File: config.mk
export PLATFORM = sky130hd
export DESIGN_NAME = muldiv_sequencer_flat
export DESIGN_NICKNAME = d
export VERILOG_FILES = /design/src/rtl/muldiv_sequencer_pkg.sv /design/src/rtl/muldiv_sequencer_if.sv /design/src/rtl/muldiv_sequencer_step.sv /design/src/rtl/muldiv_sequencer.sv /design/src/flat_wrapper.sv
export SDC_FILE = /design/constraint.sdc
export NUM_CORES = 1
export LEC_CHECK = 0
export ABC_CLOCK_PERIOD_IN_PS = 3150
export BUFFER_PORTS_ARGS = -buffer_cell sky130_fd_sc_hd__clkbuf_2
export CAP_MARGIN = 5
export CORE_ASPECT_RATIO = 0.75
export CORE_MARGIN = 2
export CORE_UTILIZATION = 55
export DETAILED_ROUTE_END_ITERATION = 7
export PLACE_DENSITY = 0.86
export SYNTH_ARGS = -nofsm -noshare
export SYNTH_HDL_FRONTEND = slang
export SYNTH_SLANG_ARGS = --single-unit
File: constraint.sdc
create_clock -name clk -period 3.15 [get_ports clk]
set_input_delay 0.63 -clock clk [delete_from_list [all_inputs] [get_ports clk]]
set_output_delay 0.63 -clock clk [all_outputs]
set_load 0.1 [all_outputs]
File: src/rtl/muldiv_sequencer_pkg.sv
`default_nettype none
// ============================================================================
// Module      : muldiv_sequencer_pkg
// Description : Shared constants for the EX stage. Covers instruction-type
//               codes, the RV32M func3/func7 encodings, and the state
//               encoding of the iterative multiply/divide sequencer.
// Revision    : 1.0 - initial release
// ============================================================================
package muldiv_sequencer_pkg;

    // Instruction-type constants shared with the single-cycle ALU path
    localparam logic [6:0] OPCODE_OP  = 7'b0110011;
    localparam logic [6:0] FUNC7_BASE = 7'b0000000;
    localparam logic [6:0] FUNC7_SUB  = 7'b0100000;
    localparam logic [6:0] FUNC7_M    = 7'b0000001;

    // M-extension func3 codes
    localparam logic [2:0] F3_MUL    = 3'b000;
    localparam logic [2:0] F3_MULH   = 3'b001;
    localparam logic [2:0] F3_MULHSU = 3'b010;
    localparam logic [2:0] F3_MULHU  = 3'b011;
    localparam logic [2:0] F3_DIV    = 3'b100;
    localparam logic [2:0] F3_DIVU   = 3'b101;
    localparam logic [2:0] F3_REM    = 3'b110;
    localparam logic [2:0] F3_REMU   = 3'b111;

    // Sequencer states
    typedef enum logic [1:0] {
        ST_IDLE = 2'd0,
        ST_PREP = 2'd1,
        ST_CALC = 2'd2,
        ST_FIN  = 2'd3
    } md_state_e;

    // Divide-family ops all have func3[2] set
    function automatic logic f3_is_div(input logic [2:0] f3);
        return f3[2];
    endfunction

    // REM/REMU return the remainder rather than the quotient
    function automatic logic f3_is_rem(input logic [2:0] f3);
        return f3[2] & f3[1];
    endfunction

    // rs1 is treated as signed for MUL, MULH, MULHSU, DIV and REM
    function automatic logic f3_signed_a(input logic [2:0] f3);
        return (f3 == F3_MUL) || (f3 == F3_MULH) || (f3 == F3_MULHSU) ||
               (f3 == F3_DIV) || (f3 == F3_REM);
    endfunction

    // rs2 is treated as signed for MUL, MULH, DIV and REM
    function automatic logic f3_signed_b(input logic [2:0] f3);
        return (f3 == F3_MUL) || (f3 == F3_MULH) ||
               (f3 == F3_DIV) || (f3 == F3_REM);
    endfunction

endpackage : muldiv_sequencer_pkg
`default_nettype wire

File: src/rtl/muldiv_sequencer_if.sv
`default_nettype none
// ============================================================================
// Module      : muldiv_sequencer_if
// Description : Request/response bundle between the decode/EX pipeline
//               (master) and the multi-cycle multiply/divide unit (slave).
// Revision    : 1.0 - initial release
// ============================================================================
interface muldiv_sequencer_if #(
    parameter int XLEN = 32
);
    logic            start;
    logic [2:0]      func3;
    logic [XLEN-1:0] op_a;
    logic [XLEN-1:0] op_b;
    logic            flush;
    logic            busy;
    logic            done;
    logic [XLEN-1:0] result;

    modport master (
        output start, func3, op_a, op_b, flush,
        input  busy, done, result
    );

    modport slave (
        input  start, func3, op_a, op_b, flush,
        output busy, done, result
    );
endinterface : muldiv_sequencer_if
`default_nettype wire

File: src/rtl/muldiv_sequencer_step.sv
`default_nettype none
// ============================================================================
// Module      : muldiv_step
// Description : One iteration of the shared shift-add / restoring-subtract
//               datapath. Purely combinational.
//               Multiply: {acc, shreg} is the 2*XLEN product register and
//                         shreg[0] is the current multiplier bit.
//               Divide  : acc is the partial remainder, shreg the dividend
//                         shifting out / quotient shifting in.
// Revision    : 1.0 - initial release
// ============================================================================
module muldiv_step #(
    parameter int XLEN = 32
) (
    input  wire logic            mode_i,     // 0 = multiply, 1 = divide
    input  wire logic [XLEN-1:0] acc_i,
    input  wire logic [XLEN-1:0] shreg_i,
    input  wire logic [XLEN-1:0] operand_i,  // multiplicand or divisor
    output logic      [XLEN-1:0] acc_o,
    output logic      [XLEN-1:0] shreg_o
);

    logic [XLEN:0] w_sum;
    logic [XLEN:0] w_rem_sh;
    logic [XLEN:0] w_diff;
    logic          w_ge;

    // Single iteration: add-then-shift-right, or shift-left-then-compare
    always_comb begin
        // Carry out of the add lands in the top bit and shifts back down
        w_sum    = {1'b0, acc_i} + (shreg_i[0] ? {1'b0, operand_i} : '0);
        // Remainder gains one bit of headroom before the compare
        w_rem_sh = {acc_i, shreg_i[XLEN-1]};
        w_diff   = w_rem_sh - {1'b0, operand_i};
        w_ge     = (w_rem_sh >= {1'b0, operand_i});

        if (mode_i) begin
            acc_o   = w_ge ? w_diff[XLEN-1:0] : w_rem_sh[XLEN-1:0];
            shreg_o = {shreg_i[XLEN-2:0], w_ge};
        end else begin
            acc_o   = w_sum[XLEN:1];
            shreg_o = {w_sum[0], shreg_i[XLEN-1:1]};
        end
    end

endmodule : muldiv_step
`default_nettype wire

File: src/rtl/muldiv_sequencer.sv
`default_nettype none
// ============================================================================
// Module      : muldiv_sequencer
// Description : Multi-cycle RV32M execution unit. Owns the FSM, iteration
//               counter, operand sign handling and result register. The
//               per-bit arithmetic lives in muldiv_step.
// Revision    : 1.0 - initial release
// ============================================================================
module muldiv_sequencer
    import muldiv_sequencer_pkg::*;
#(
    parameter int XLEN = 32
) (
    input  wire logic         clk,
    input  wire logic         rst_n,
    muldiv_sequencer_if.slave bus
);

    localparam int CNT_W = $clog2(XLEN);

    md_state_e         state_q;
    logic [2:0]        func3_q;
    logic [XLEN-1:0]   a_q;
    logic [XLEN-1:0]   b_q;
    logic [XLEN-1:0]   acc_q;
    logic [XLEN-1:0]   shreg_q;
    logic [XLEN-1:0]   opnd_q;
    logic [CNT_W-1:0]  cnt_q;
    logic              neg_q;
    logic              fast_q;
    logic              done_q;
    logic [XLEN-1:0]   result_q;

    // Operand preparation (used in PREP)
    logic              w_is_div;
    logic              w_is_rem;
    logic              w_neg_a;
    logic              w_neg_b;
    logic [XLEN-1:0]   w_mag_a;
    logic [XLEN-1:0]   w_mag_b;
    logic              w_div0;
    logic              w_ovf;
    logic              w_fast;
    logic [XLEN-1:0]   w_fast_val;
    logic              w_neg_res;

    // Result formation (used in FIN)
    logic [2*XLEN-1:0] w_prod;
    logic [2*XLEN-1:0] w_prod_s;
    logic [XLEN-1:0]   w_quot_s;
    logic [XLEN-1:0]   w_rem_s;
    logic [XLEN-1:0]   w_fin_val;

    // Iteration datapath outputs
    logic [XLEN-1:0]   w_step_acc;
    logic [XLEN-1:0]   w_step_shreg;

    // Magnitudes, result sign and fast-path detection from latched operands
    always_comb begin
        w_is_div  = f3_is_div(func3_q);
        w_is_rem  = f3_is_rem(func3_q);
        w_neg_a   = f3_signed_a(func3_q) & a_q[XLEN-1];
        w_neg_b   = f3_signed_b(func3_q) & b_q[XLEN-1];
        w_mag_a   = w_neg_a ? (~a_q + 1'b1) : a_q;
        w_mag_b   = w_neg_b ? (~b_q + 1'b1) : b_q;
        w_div0    = w_is_div && (b_q == '0);
        w_ovf     = ((func3_q == F3_DIV) || (func3_q == F3_REM)) &&
                    (a_q == {1'b1, {(XLEN-1){1'b0}}}) && (&b_q);
        w_fast    = w_div0 || w_ovf;
        if (w_div0) begin
            w_fast_val = w_is_rem ? a_q : '1;
        end else begin
            w_fast_val = w_is_rem ? '0 : a_q;
        end
        // Remainder follows the dividend; everything else is the XOR
        w_neg_res = w_is_rem ? w_neg_a : (w_neg_a ^ w_neg_b);
    end

    // Sign correction and result selection once the iterations are done
    always_comb begin
        w_prod   = {acc_q, shreg_q};
        w_prod_s = neg_q ? (~w_prod + 1'b1) : w_prod;
        w_quot_s = neg_q ? (~shreg_q + 1'b1) : shreg_q;
        w_rem_s  = neg_q ? (~acc_q + 1'b1) : acc_q;
        if (fast_q) begin
            w_fin_val = acc_q;
        end else if (w_is_div) begin
            w_fin_val = w_is_rem ? w_rem_s : w_quot_s;
        end else if (func3_q == F3_MUL) begin
            w_fin_val = w_prod_s[XLEN-1:0];
        end else begin
            w_fin_val = w_prod_s[2*XLEN-1:XLEN];
        end
    end

    muldiv_step #(
        .XLEN (XLEN)
    ) u_step (
        .mode_i    (w_is_div),
        .acc_i     (acc_q),
        .shreg_i   (shreg_q),
        .operand_i (opnd_q),
        .acc_o     (w_step_acc),
        .shreg_o   (w_step_shreg)
    );

    // Sequencer FSM with registered done/result; flush beats everything but reset
    always_ff @(posedge clk or negedge rst_n) begin
        if (!rst_n) begin
            state_q  <= ST_IDLE;
            func3_q  <= '0;
            a_q      <= '0;
            b_q      <= '0;
            acc_q    <= '0;
            shreg_q  <= '0;
            opnd_q   <= '0;
            cnt_q    <= '0;
            neg_q    <= 1'b0;
            fast_q   <= 1'b0;
            done_q   <= 1'b0;
            result_q <= '0;
        end else begin
            done_q <= 1'b0;
            if (bus.flush && (state_q != ST_IDLE)) begin
                state_q <= ST_IDLE;
            end else begin
                case (state_q)
                    ST_IDLE: begin
                        if (bus.start && !bus.flush) begin
                            func3_q <= bus.func3;
                            a_q     <= bus.op_a;
                            b_q     <= bus.op_b;
                            state_q <= ST_PREP;
                        end
                    end
                    ST_PREP: begin
                        cnt_q   <= '0;
                        neg_q   <= w_neg_res;
                        fast_q  <= w_fast;
                        // Fast-path value parks in acc so FIN can pick it up
                        acc_q   <= w_fast ? w_fast_val : '0;
                        shreg_q <= w_is_div ? w_mag_a : w_mag_b;
                        opnd_q  <= w_is_div ? w_mag_b : w_mag_a;
                        state_q <= w_fast ? ST_FIN : ST_CALC;
                    end
                    ST_CALC: begin
                        acc_q   <= w_step_acc;
                        shreg_q <= w_step_shreg;
                        cnt_q   <= cnt_q + 1'b1;
                        if (cnt_q == CNT_W'(XLEN-1)) begin
                            state_q <= ST_FIN;
                        end
                    end
                    ST_FIN: begin
                        result_q <= w_fin_val;
                        done_q   <= 1'b1;
                        state_q  <= ST_IDLE;
                    end
                    default: begin
                        state_q <= ST_IDLE;
                    end
                endcase
            end
        end
    end

    assign bus.busy   = (state_q != ST_IDLE);
    assign bus.done   = done_q;
    assign bus.result = result_q;

endmodule : muldiv_sequencer
`default_nettype wire

File: src/flat_wrapper.sv
// flat-port wrapper written by rule: the top's interface ports become plain ports
module muldiv_sequencer_flat import muldiv_sequencer_pkg::*;
#(
    parameter int XLEN = 32
)
  (clk, rst_n, bus_start, bus_func3, bus_op_a, bus_op_b, bus_flush, bus_busy, bus_done, bus_result);
  muldiv_sequencer_if #(.XLEN(XLEN)) bus_i ();
  input  wire logic clk;
  input  wire logic rst_n;
  input wire logic [$bits(bus_i.start)-1:0] bus_start;
  input wire logic [$bits(bus_i.func3)-1:0] bus_func3;
  input wire logic [$bits(bus_i.op_a)-1:0] bus_op_a;
  input wire logic [$bits(bus_i.op_b)-1:0] bus_op_b;
  input wire logic [$bits(bus_i.flush)-1:0] bus_flush;
  output wire logic [$bits(bus_i.busy)-1:0] bus_busy;
  output wire logic [$bits(bus_i.done)-1:0] bus_done;
  output wire logic [$bits(bus_i.result)-1:0] bus_result;
  assign bus_i.start = bus_start;
  assign bus_i.func3 = bus_func3;
  assign bus_i.op_a = bus_op_a;
  assign bus_i.op_b = bus_op_b;
  assign bus_i.flush = bus_flush;
  assign bus_busy = bus_i.busy;
  assign bus_done = bus_i.done;
  assign bus_result = bus_i.result;
  muldiv_sequencer #(.XLEN(XLEN)) u_core (.clk(clk), .rst_n(rst_n), .bus(bus_i));
endmodule
==> metrics.cfg <==
[setup_path]
critPathKind=reg2reg
critPathArrivalTime_ns=3.80
critPathSlowestCell=or4_1
crit_chain=buf_6 -> inv_8 -> buf_8 -> buf_12 -> buf_8 -> nor2_4 -> ha_4 -> o21a_1 -> o211a_4 -> a31o_4 -> a21oi_4 -> nor3b_2 -> or4_1 -> and3_4 -> a211o_1 -> a22o_1
r2r-end=u_core.acc_q[16]$_DFFE_PN0P_
regToRegStartpoint=u_core.shreg_q[0]$_DFFE_PN0P_
cp_data_required_time_ns=3.59
start_kind=register
path_max_fanout=7
endpoint_kind=register
ff2ff_setup_slack_ns=-0.22
critPathMostFrequentCell=buf_8
cp_slowest_stage_delay_ns=0.50
path_depth=16
reg2regPathDepth=16
crit_family=compound AO/OA/AOI/OAI gates
cp-startpoint=u_core.shreg_q[0]$_DFFE_PN0P_
worst-path-buf-inv=5

[run_status]
violations=setup timing
status=finished with violations

[floorplan]
dieArea_um2=34170
row_count=57
start_util_pct=55.66
num_io_pins=105
coreArea_um2=32310
die_h_um=160.6
fp.dieW_um=212.8

[grt]
grt_pass1_vias=18962
grt_pass1_wl_um=115000
overflow=0
grt_max_degree=93
antenna_found_initial=2
grt_use_total_pct=44.61

[finish]
final_common_cell=buf_4
mostFrequentLayoutCells=buf_4 (327), nand2_1 (267), dfrtp_1 (198)
final_cells=3024
fin_nets=2711
areaGrowthSynthToFinish_pct=29.76
drive_above_1_share_pct=31.82

[drt]
met3_length_um=11090
wl_per_cell_um=25.94
drt_wl_total_um=78450
dr.max_layer_used=met5
route.detailed.drc=0
wl_met1_um=30540
num_vias=20125
dr.pass1.iters=6
viasPerCell=6.655
wl_met2_um=32210
ant_nets=0
drt_iter0_markers=2753

[cts]
tritoncts=yes
cts.sinks=205
insertion_delay_ns=0.55
h-tree-depth=1
cts_buffer_depth=3
cts_buffers=24
cts-hold-fix-buffers=0
cts-root-buf=clkbuf_16
clk_pin_slew_ns=0.07

[sta]
period_needed_ns=3.368
slew_violations=0
finalHoldViolations=0
finalWorstSetupSlack_ns=-0.2177
rsz0062_at_grt=true
min_period_over_period_pct=106.9
slew_headroom_pct=44.33
fin_skew_ns=0.01083
setup_viol=16
tightest_slew_ns=0.8350
max_freq_mhz=296.9

[placement]
pre_cts_ws_ns=-0.4790
gp_routability_congestion=1.032
hpwlAfterDp_um=58400
portBuffers=104
dp.cells=2948

[yosys]
synthFlopType=dfrtp_1
yosysWarnings=0
avgSynthCellArea_um2=8.090
syn-cell-area_um2=17980
synth_nets=2372
synth-edff-count=0
ys_seq_area_share_pct=28.53
synth-seq-cells=205
synth_cell_types=80
async_reset_ff_share_pct=100.0
syn_inst=2223

[run]
drv_cap=0

[hold_path]
hold_path_class=in2async

==> layer usage <==
layer	global-route usage, %	vias up
met5	0	-
met4	20.09	4
met3	14.04	251
met2	63.21	1420
met1	62.08	9678
li1	-	8772
==> worst reg2reg max path: cells and delay by family, from the launching register on <==
kind	cells	cell delay [ns]
AOI/OAI and AO/OA	6	1.19
adders and majority gates	1	0.22
buffers and inverters	5	0.59
DFF	1	0.39
and+or+nand+nor	4	0.86
==> cells in the mapped netlist, types with 9 or more instances <==
| cell | n | share of area [%] |
|---|---|---|
| a211o_1 | 11 | 0.54 |
| a211oi_1 | 23 | 0.96 |
| a21o_1 | 34 | 1.4 |
| a21oi_1 | 140 | 3.9 |
| a221oi_1 | 9 | 0.44 |
| a31oi_1 | 27 | 0.94 |
| and2_1 | 12 | 0.42 |
| and3_1 | 13 | 0.45 |
| buf_1 | 24 | 0.50 |
| clkbuf_1 | 128 | 2.7 |
| dfrtp_1 | 205 | 29 |
| ha_1 | 76 | 5.3 |
| inv_1 | 68 | 1.4 |
| mux2_2 | 77 | 4.8 |
| mux2i_1 | 42 | 2.3 |
| mux4_2 | 27 | 3.4 |
| nand2_1 | 282 | 5.9 |
| nand2b_1 | 16 | 0.56 |
| nand3_1 | 41 | 1.1 |
| nand3b_1 | 14 | 0.58 |
| nand4_1 | 21 | 0.73 |
| nor2_1 | 199 | 4.2 |
| nor3_1 | 44 | 1.2 |
| nor4_1 | 19 | 0.66 |
| o211ai_1 | 27 | 1.1 |
| o21a_1 | 16 | 0.67 |
| o21ai_0 | 210 | 5.8 |
| o221ai_1 | 11 | 0.54 |
| o31ai_1 | 41 | 1.7 |
| o41ai_1 | 17 | 0.83 |
| or3_1 | 21 | 0.73 |
| or4_1 | 20 | 0.83 |
| xnor2_1 | 93 | 4.5 |
| xor2_1 | 80 | 3.9 |
==> metrics by stage <==
step                      hold WS, ns  setup TNS (ns)  utilization (%)  area, µm²
after floorplan                0.3344         -0.3730                -      18010
after global placement         0.4554          -4.115            65.43      21140
after detailed placement       0.4662          -6.019            65.43      21140
after CTS                      0.1459         -0.3881            69.75      22530
after global routing           0.1501          -2.977            72.22      23330
final                          0.1152          -1.240            72.23      23340
==> cells by family (layout without fill, tap and decap cells) <==
family / Yosys count / count (layout) / share of synthesized area (%)
AND/OR/NAND/NOR: 740 / 741 / 19.07
multiplexers: 146 / 146 / 10.54
other: 0 / 2 / 0
XOR/XNOR: 173 / 173 / 8.426
adder cells (fa/ha/maj): 78 / 78 / 5.510
flip-flops: 205 / 205 / 28.53
buffers and inverters: 226 / 582 / 4.773
AO/OA/AOI/OAI: 655 / 655 / 23.15
==> final cells by class <==
cell class,instances,area (µm²)
antenna,2,5.005
timing repair buffer,467,3485
fill,2461,8971
inverter,71,274.0
clock inverter,13,121.4
sequential,205,5141
clock buffer,31,698.2
multi-input combinational,1793,13060
tap,442,553.0
==> state kept, by name, summed over array words and instances (netlist names), 2 cells and up <==
name	cells
u_core.func3_q	3
u_core.opnd_q	32
u_core.state_q	2
u_core.bus.result	32
u_core.b_q	32
u_core.a_q	32
u_core.cnt_q	5
u_core.shreg_q	32
u_core.acc_q	32
==> timing repair <==
| item | in CTS | in global routing |
|---|---|---|
| endpoints found under the setup margin | 49 | 68 |
| pin swaps | 51 | 69 |
| gates cloned | 0 | 1 |
| resized for setup | 115 | 161 |
| setup buffers | 16 | 16 |
==> how the worst max path moves through the flow <==
stage	to	slack (ns)
after CTS	u_core.bus.result[25]$_DFFE_PN0P_	-0.14
final	u_core.acc_q[16]$_DFFE_PN0P_	-0.22
after global placement	u_core.acc_q[29]$_DFFE_PN0P_	-0.44
after floorplan	u_core.bus.result[25]$_DFFE_PN0P_	-0.19
after detailed placement	u_core.acc_q[29]$_DFFE_PN0P_	-0.48
after global routing	u_core.acc_q[16]$_DFFE_PN0P_	-0.29
Power is not shown: default switching activity piles up to over one toggle a cycle in this logic, so the estimate is an artifact.
